### src/rtl/lwe_pkg.sv
// Shared LWE constants, rounding parameters and decrypt FSM state type.
// Imported by the decrypt top and the lwe_round helper.
package lwe_pkg;

   localparam int PLAINTEXT_MODULUS  = 64;
   localparam int PLAINTEXT_WIDTH    = 6;
   localparam int CIPHERTEXT_MODULUS = 1024;
   localparam int CIPHERTEXT_WIDTH   = 10;
   localparam int DIMENSION          = 10;
   localparam int DIM_WIDTH          = 4;

   localparam int ROUND_OFFSET =
      CIPHERTEXT_MODULUS / (2 * PLAINTEXT_MODULUS);
   localparam int SHIFT = CIPHERTEXT_WIDTH - PLAINTEXT_WIDTH;

   typedef enum logic {
      ACCUM = 1'b0,
      OUT   = 1'b1
   } state_t;

endpackage

### src/rtl/decrypt_if.sv
// Ciphertext-in / plaintext-out handshake bundle for decrypt.
// master: beat source + plaintext consumer; slave: the decrypt block.
interface decrypt_if #(
   parameter int CW = lwe_pkg::CIPHERTEXT_WIDTH,
   parameter int PW = lwe_pkg::PLAINTEXT_WIDTH,
   parameter int DW = lwe_pkg::DIM_WIDTH
);

   logic          in_valid;
   logic          in_ready;
   logic [CW-1:0] ct_entry;
   logic [CW-1:0] sk_entry;
   logic          out_valid;
   logic          out_ready;
   logic [PW-1:0] plaintext;
   logic [DW:0]   beat_idx;

   modport master (
      output in_valid, ct_entry, sk_entry, out_ready,
      input  in_ready, out_valid, plaintext, beat_idx
   );

   modport slave (
      input  in_valid, ct_entry, sk_entry, out_ready,
      output in_ready, out_valid, plaintext, beat_idx
   );

endinterface

### src/rtl/lwe_round.sv
// Combinational LWE decode: m = ((x + q/(2p)) >> log2(q/p)) mod p.
// Ports: x (residue mod q) in, m (plaintext in [0,p)) out.
module lwe_round #(
   parameter int CW = lwe_pkg::CIPHERTEXT_WIDTH,
   parameter int PW = lwe_pkg::PLAINTEXT_WIDTH
) (
   input  logic [CW-1:0] x,
   output logic [PW-1:0] m
);

   localparam int SH = CW - PW;
   localparam logic [CW-1:0] OFF = CW'(1) << (SH - 1);

   logic [CW-1:0] sum;

   // Offset add wraps mod q, so x just below q rounds to 0.
   assign sum = x + OFF;
   assign m   = sum[CW-1:SH];

endmodule

### src/rtl/decrypt.sv
// LWE decrypt: accumulates sum(a_i*s_i) mod q over n beats, then on
// beat b decodes m = round(b - acc). Ports: clk, rst, bus (slave).
module decrypt
   import lwe_pkg::*;
#(
   parameter int CW = CIPHERTEXT_WIDTH,
   parameter int PW = PLAINTEXT_WIDTH,
   parameter int N  = DIMENSION,
   parameter int DW = DIM_WIDTH
) (
   input logic      clk,
   input logic      rst,
   decrypt_if.slave bus
);

   state_t          state;
   state_t          state_nxt;
   logic [CW-1:0]   acc;
   logic [DW:0]     idx;
   logic [PW-1:0]   pt;
   logic            fire;
   logic            last;
   logic [2*CW-1:0] prod;
   logic [CW-1:0]   x;
   logic [PW-1:0]   m;

   assign fire = bus.in_valid && bus.in_ready;
   assign last = (idx == (DW+1)'(N));
   assign prod = {{CW{1'b0}}, bus.ct_entry}
               * {{CW{1'b0}}, bus.sk_entry};
   assign x    = bus.ct_entry - acc;

   lwe_round #(
      .CW (CW),
      .PW (PW)
   ) u_round (
      .x (x),
      .m (m)
   );

   always_ff @(posedge clk or posedge rst) begin
      if (rst) state <= ACCUM;
      else     state <= state_nxt;
   end

   always_comb begin
      state_nxt = state;
      unique case (state)
         ACCUM: if (fire && last) state_nxt = OUT;
         OUT:   if (bus.out_ready) state_nxt = ACCUM;
         default: state_nxt = ACCUM;
      endcase
   end

   always_comb begin
      bus.in_ready  = (state == ACCUM) && !rst;
      bus.out_valid = (state == OUT);
      bus.plaintext = pt;
      bus.beat_idx  = idx;
   end

   always_ff @(posedge clk or posedge rst) begin
      if (rst) begin
         acc <= '0;
         idx <= '0;
         pt  <= '0;
      end else if (fire) begin
         if (last) begin
            pt  <= m;
            acc <= '0;
            idx <= '0;
         end else begin
            acc <= acc + prod[CW-1:0];
            idx <= idx + 1'b1;
         end
      end
   end

endmodule

### src/flat_wrapper.sv
// flat-port wrapper written by rule: the top's interface ports become plain ports
module decrypt_flat import lwe_pkg::*;
#(
   parameter int CW = CIPHERTEXT_WIDTH,
   parameter int PW = PLAINTEXT_WIDTH,
   parameter int N  = DIMENSION,
   parameter int DW = DIM_WIDTH
)
  (clk, rst, bus_in_valid, bus_ct_entry, bus_sk_entry, bus_out_ready, bus_in_ready, bus_out_valid, bus_plaintext, bus_beat_idx);
  decrypt_if #(.CW(CW), .PW(PW), .DW(DW)) bus_i ();
  input logic clk;
  input logic rst;
  input wire logic [$bits(bus_i.in_valid)-1:0] bus_in_valid;
  input wire logic [$bits(bus_i.ct_entry)-1:0] bus_ct_entry;
  input wire logic [$bits(bus_i.sk_entry)-1:0] bus_sk_entry;
  input wire logic [$bits(bus_i.out_ready)-1:0] bus_out_ready;
  output wire logic [$bits(bus_i.in_ready)-1:0] bus_in_ready;
  output wire logic [$bits(bus_i.out_valid)-1:0] bus_out_valid;
  output wire logic [$bits(bus_i.plaintext)-1:0] bus_plaintext;
  output wire logic [$bits(bus_i.beat_idx)-1:0] bus_beat_idx;
  assign bus_i.in_valid = bus_in_valid;
  assign bus_i.ct_entry = bus_ct_entry;
  assign bus_i.sk_entry = bus_sk_entry;
  assign bus_i.out_ready = bus_out_ready;
  assign bus_in_ready = bus_i.in_ready;
  assign bus_out_valid = bus_i.out_valid;
  assign bus_plaintext = bus_i.plaintext;
  assign bus_beat_idx = bus_i.beat_idx;
  decrypt #(.CW(CW), .PW(PW), .N(N), .DW(DW)) u_core (.clk(clk), .rst(rst), .bus(bus_i));
endmodule
### config.mk
export PLATFORM = sky130hd
export DESIGN_NAME = decrypt_flat
export DESIGN_NICKNAME = d
export VERILOG_FILES = /design/src/rtl/lwe_pkg.sv /design/src/rtl/decrypt_if.sv /design/src/rtl/lwe_round.sv /design/src/rtl/decrypt.sv /design/src/flat_wrapper.sv
export SDC_FILE = /design/constraint.sdc
export NUM_CORES = 1
export LEC_CHECK = 0
export CELL_PAD_IN_SITES_DETAIL_PLACEMENT = 2
export CELL_PAD_IN_SITES_GLOBAL_PLACEMENT = 2
export CORE_MARGIN = 2
export CORE_UTILIZATION = 30
export CTS_BUF_LIST = sky130_fd_sc_hd__clkbuf_16
export CTS_CLUSTER_SIZE = 12
export DETAILED_ROUTE_END_ITERATION = 10
export PLACE_DENSITY_LB_ADDON = 0.1
export SETUP_SLACK_MARGIN = 0.3
export SKIP_CTS_REPAIR_TIMING = 1
export SYNTH_ARGS = -nofsm -noshare
export SYNTH_HDL_FRONTEND = slang
export SYNTH_HIERARCHICAL = 1
export SYNTH_SLANG_ARGS = --single-unit
### constraint.sdc
create_clock -name clk -period 3.8 [get_ports clk]
set_clock_uncertainty 0.05 [all_clocks]
set_input_delay 0.38 -clock clk [delete_from_list [all_inputs] [get_ports clk]]
set_output_delay 0.38 -clock clk [all_outputs]
set_load 0.005 [all_outputs]
# Yosys cells after proc, flatten, opt, wreduce, memory -nomap -nowiden
# Index checks and enable logic that the tools add are counted.
dict set report totals {
  register_bits 22
  wordCells 21
}
dict set report op_classes {
  n_reduce_logical 5
  add_sub_neg 4
  n_eq_ne 1
  bitwise 1
  n_mux 5
  multipliers 1
}
# cell count
set ops {}
lappend ops {{10-bit adder} 1}
lappend ops {{10-bit by 4-bit adder with 10-bit output, second input constant} 1}
lappend ops {{10-bit by 10-bit multiplier with 10-bit output} 1}
lappend ops {{10-bit two-way mux} 1}
lappend ops {{10-bit subtractor} 1}
lappend ops {{5-bit by 1-bit adder with 5-bit output, second input constant} 1}
lappend ops {{5-bit by 4-bit == test with 1-bit output, second input constant} 1}
lappend ops {{5-bit two-way mux} 1}
lappend ops {{1-bit logical AND} 3}
lappend ops {{1-bit two-way mux} 2}
lappend ops {{1-bit one-hot mux with 2 select lines} 1}
lappend ops {{2-bit AND reduction} 1}
lappend ops {{1-bit zero test} 1}
lappend ops {{1-bit inverter} 1}

# Logic depth before layout (Yosys ltp)
dict set report logic_depth {
  word_depth 6
  ltp_mapped 20
  depth_no_buf 19
}

# Cells and area by module
# The synthesis kept the hierarchy.
# mod cells_each n_inst area_each_um2
set by_module_without_submodules {}
lappend by_module_without_submodules {decrypt 336 1 2979.1}
lappend by_module_without_submodules {lwe_round 10 1 80.1}

# Worst setup path before layout
# No wires, ideal clock.
dict set report synth_path {
  path_kind {input to register}
  startpoint {in bus_sk_entry[1]}
  endpoint {reg u_core.acc[9]}
  setup_time_ps 134
  arrival_time_ps 4091
  cell_stages 18
  t_required_ps 3616
  path_slack_ps -474
  cell_sequence {buf_2 -> nand2_1 -> fa_1 -> inv_1 -> fa_1 -> ha_1 -> fa_1 -> inv_1 -> fa_1 -> inv_1 -> ha_1 -> nand3_1 -> o22ai_1 -> o21ai_1 -> nand2b_1 -> a21oi_1 -> xnor2_1 -> o31ai_2}
}
dict set report synth_between {
  elab_chain_len 3
}
# item line
set synth_lines {}
lappend synth_lines {{from (decl)} flat_wrapper.sv:15} ;# input wire logic [$bits(bus_i.sk_entry)-1:0] bus_sk_entry;
lappend synth_lines {{10-bit by 10-bit multiplier with 10-bit output} decrypt.sv:30} ;# * {{CW{1'b0}}, bus.sk_entry};
lappend synth_lines {{10-bit adder} decrypt.sv:73} ;# acc <= acc + prod[CW-1:0];
lappend synth_lines {{10-bit two-way mux} decrypt.sv:68} ;# if (last) begin
lappend synth_lines {{to (signal assigned)} decrypt.sv:73}
lappend synth_lines {{to (decl)} decrypt.sv:18} ;# logic [CW-1:0] acc;
# Every way passes these cells.
# A chain may end at the register's enable or synchronous reset.

# Final worst setup path
dict set report layout_path {
  startpoint {in bus_ct_entry[1]}
  endpoint {reg u_core.acc[9]}
}
dict set report layout_between {
  elab_chain_len 3
}
# item line
set layout_lines {}
lappend layout_lines {{from (decl)} flat_wrapper.sv:14} ;# input wire logic [$bits(bus_i.ct_entry)-1:0] bus_ct_entry;
lappend layout_lines {{10-bit by 10-bit multiplier with 10-bit output} decrypt.sv:30}
lappend layout_lines {{10-bit adder} decrypt.sv:73}
lappend layout_lines {{10-bit two-way mux} decrypt.sv:68}
# Every way passes these cells.

==> flow_summary_export.csv <==
group,metric,value,unit
cts,cts_max_level,1,
detailed_routing,route.detailed.drc,0,
final_layout,fin_cells,551,
final_layout,syn_to_final_growth,36.18,%
sta,whs,0.4412,ns
floorplanning,die_h,104.7,µm
global_route,grt-ovfl-total,0,
power_and_ir_drop,vdd_drop_max,0.3972,mV
global_route,grt_pass1_wl,15680,µm
outcome,status,"finished with violations",
detailed_routing,wire_per_inst,16.41,µm
power_and_ir_drop,p_int,1.885,mW
synthesis,syn_area_per_cell,8.871,µm²
detailed_routing,via_per_inst,4.574,
cts,insertion_delay,0.26,ns
setup_path,crit_type,"in -> reg",
cts,clock-sinks,22,
sta,max_slew.worst_pin.slew,0.8949,ns
detailed_routing,routed_wl,9043,µm
setup_path,critPathArrivalTime,4.12,ns
sta,finalWorstPathRequiredPeriod,4.042,ns
synthesis,synth_area,3043,µm²
synthesis,ys_warn_count,6,
placement,io_buffers,36,
global_route,grt_usage,17.90,%
final_layout,antennaDiodeCount,0,
sta,report.final.slew_viol_count,0,
final_layout,drive_gt1_share,23.92,%
outcome,failed_checks,"negative setup slack",
global_route,grt_max_degree,23,
sta,period_share,106.4,%
placement,hpwlAfterDp,7864,µm
setup_path,startpoint_type,"input pin",
setup_path,crit_required,3.88,ns
placement,placed_cells,544,
sta,tns,-0.4739,ns
worst_hold_path,hold_class,"reg -> reg",
placement,place_congestion,0.8174,
sta,worst_slack,-0.2417,ns
run,cap_violations,0,
power_and_ir_drop,switchingPower,1.488,mW
cts,clk_pin_slew,0.06,ns
power_and_ir_drop,finalPower,3.373,mW
power_and_ir_drop,p_per_area,814.1,nW/µm²
power_and_ir_drop,p_clk_share,6.8,%
sta,relSlewSlack,40.27,%
synthesis,synth.net_count,438,
sta,max_freq,247.4,MHz
detailed_routing,antenna_left,0,
detailed_routing,drt_iter0_drc,38,
floorplanning,io_pins,37,
cts,cts_tree,"built",
cts,root_buffer,"clkbuf_16",
power_and_ir_drop,p_leak,2.038,nW
floorplanning,die-area,10960,µm²
cts,numCtsBuffers,3,
cts,clockBufferDepth,2,
floorplanning,rows,36,
final_layout,fin_nets,514,
power_and_ir_drop,seqPwrFrac,12.7,%
global_route,grt_pass1_vias,3096,
setup_path,cp_max_fo,7,
power_and_ir_drop,comb_power_share,80.6,%
detailed_routing,first_pass_iters,4,
setup_path,end_kind,"register",
final_layout,post-route-util,42.20,%
power_and_ir_drop,sw_frac_of_total,44.11,%
floorplanning,core_region_area,9819,µm²
sta,finalSetupViolCount,3,
floorplanning,die_w,104.7,µm
detailed_routing,vias,2520,
sta,hold_viol_final,0,
global_route,antenna_found_initial,0,
floorplanning,start_util,30.99,%
synthesis,netlist_instances,343,
sta,rsz0062_at_grt,"yes",
[cell usage in the layout, fill, tap and decap left out, drive strengths merged, types with 2 or more instances in the layout]
master,n
a21oi,8
clkdlybuf4s50,21
o31ai,3
clkbuf,5
nand4,2
dlymetal6s2s,6
and2,18
nand3,5
xor2,12
o21ai,14
nor2,6
ha,40
o22ai,4
dfrtp,22
inv,66
a21o,4
fa,31
and3,3
nor2b,4
nand2,50
buf,48
nor3,4
xnor2,24
nand2b,3
mux2,6
[worst paths after layout]
path	from	to	slack (ns)	cells past startpoint
worst max-delay path	bus_ct_entry[1]	u_core/acc[9]$_DFFE_PP0P_	-0.24	18
worst min-delay path	u_core/acc[8]$_DFFE_PP0P_	u_core/acc[8]$_DFFE_PP0P_	0.44	2
worst max register to register	u_core/acc[2]$_DFFE_PP0P_	u_core/acc[8]$_DFFE_PP0P_	0.37	13
worst min register to register	u_core/acc[8]$_DFFE_PP0P_	u_core/acc[8]$_DFFE_PP0P_	0.44	2
max in group asynchronous	rst	u_core/acc[7]$_DFFE_PP0P_	2.55	2
min in group asynchronous	rst	u_core/bus.beat_idx[3]$_DFFE_PP0P_	0.60	2
[area by class of cell]
cell class	instances	area, µm²
Clock inverter	1	3.754
Timing Repair Buffer	77	716.9
Sequential cell	22	550.5
Inverter	66	247.7
Clock buffer	3	75.07
Multi-Input combinational cell	249	2384
Tap cell	133	166.4
Fill cell	1124	5675
[registers in the layout, summed over array words and instances, names as in the netlist]
name,cells
u_core/acc,10
u_core/bus.plaintext,6
u_core/bus.beat_idx,5
u_core/bus.out_valid,1
[routing by layer]
metal / global-route usage (%) / up-vias / share of wire (%)
met4: 3.143 / 0 / 0.76
met5: 0 / - / 0
met1: 23.21 / 1261 / 48
met2: 32.68 / 28 / 50
li1: - / 1226 / -
met3: 1.622 / 5 / 1.3
[power groups by stage]
stage	registers (mW)	logic [mW]	clock network, mW
after global routing	0.447	3.09	0.248
final	0.428	2.72	0.228
after detailed placement	0.433	2.60	0
after CTS	0.431	2.64	0.238
after global placement	0.428	2.50	0
after floorplan	0.413	1.78	0
[worst max-delay path: stages]
cell	delay, ns
buf_6	0.09
buf_8	0.13
buf_4	0.14
buf_4	0.13
and2_1	0.15
ha_1	0.29
ha_1	0.33
fa_1	0.50
fa_1	0.49
inv_1	0.05
fa_2	0.35
xnor2_2	0.15
xnor2_1	0.19
xnor2_1	0.18
xnor2_1	0.12
xnor2_1	0.21
xnor2_1	0.16
o31ai_2	0.07
[metrics by stage]
stage | cell area [µm²] | setup WS [ns]
2_1_floorplan | 3159 | -0.2480
3_3_place_gp | 3925 | -1.051
3_5_place_dp | 3925 | -1.165
4_1_cts | 4004 | -0.9105
5_1_grt | 4144 | -0.3864
6_report | 4144 | -0.2417
Note: power is estimated with default switching activity, not from simulation.
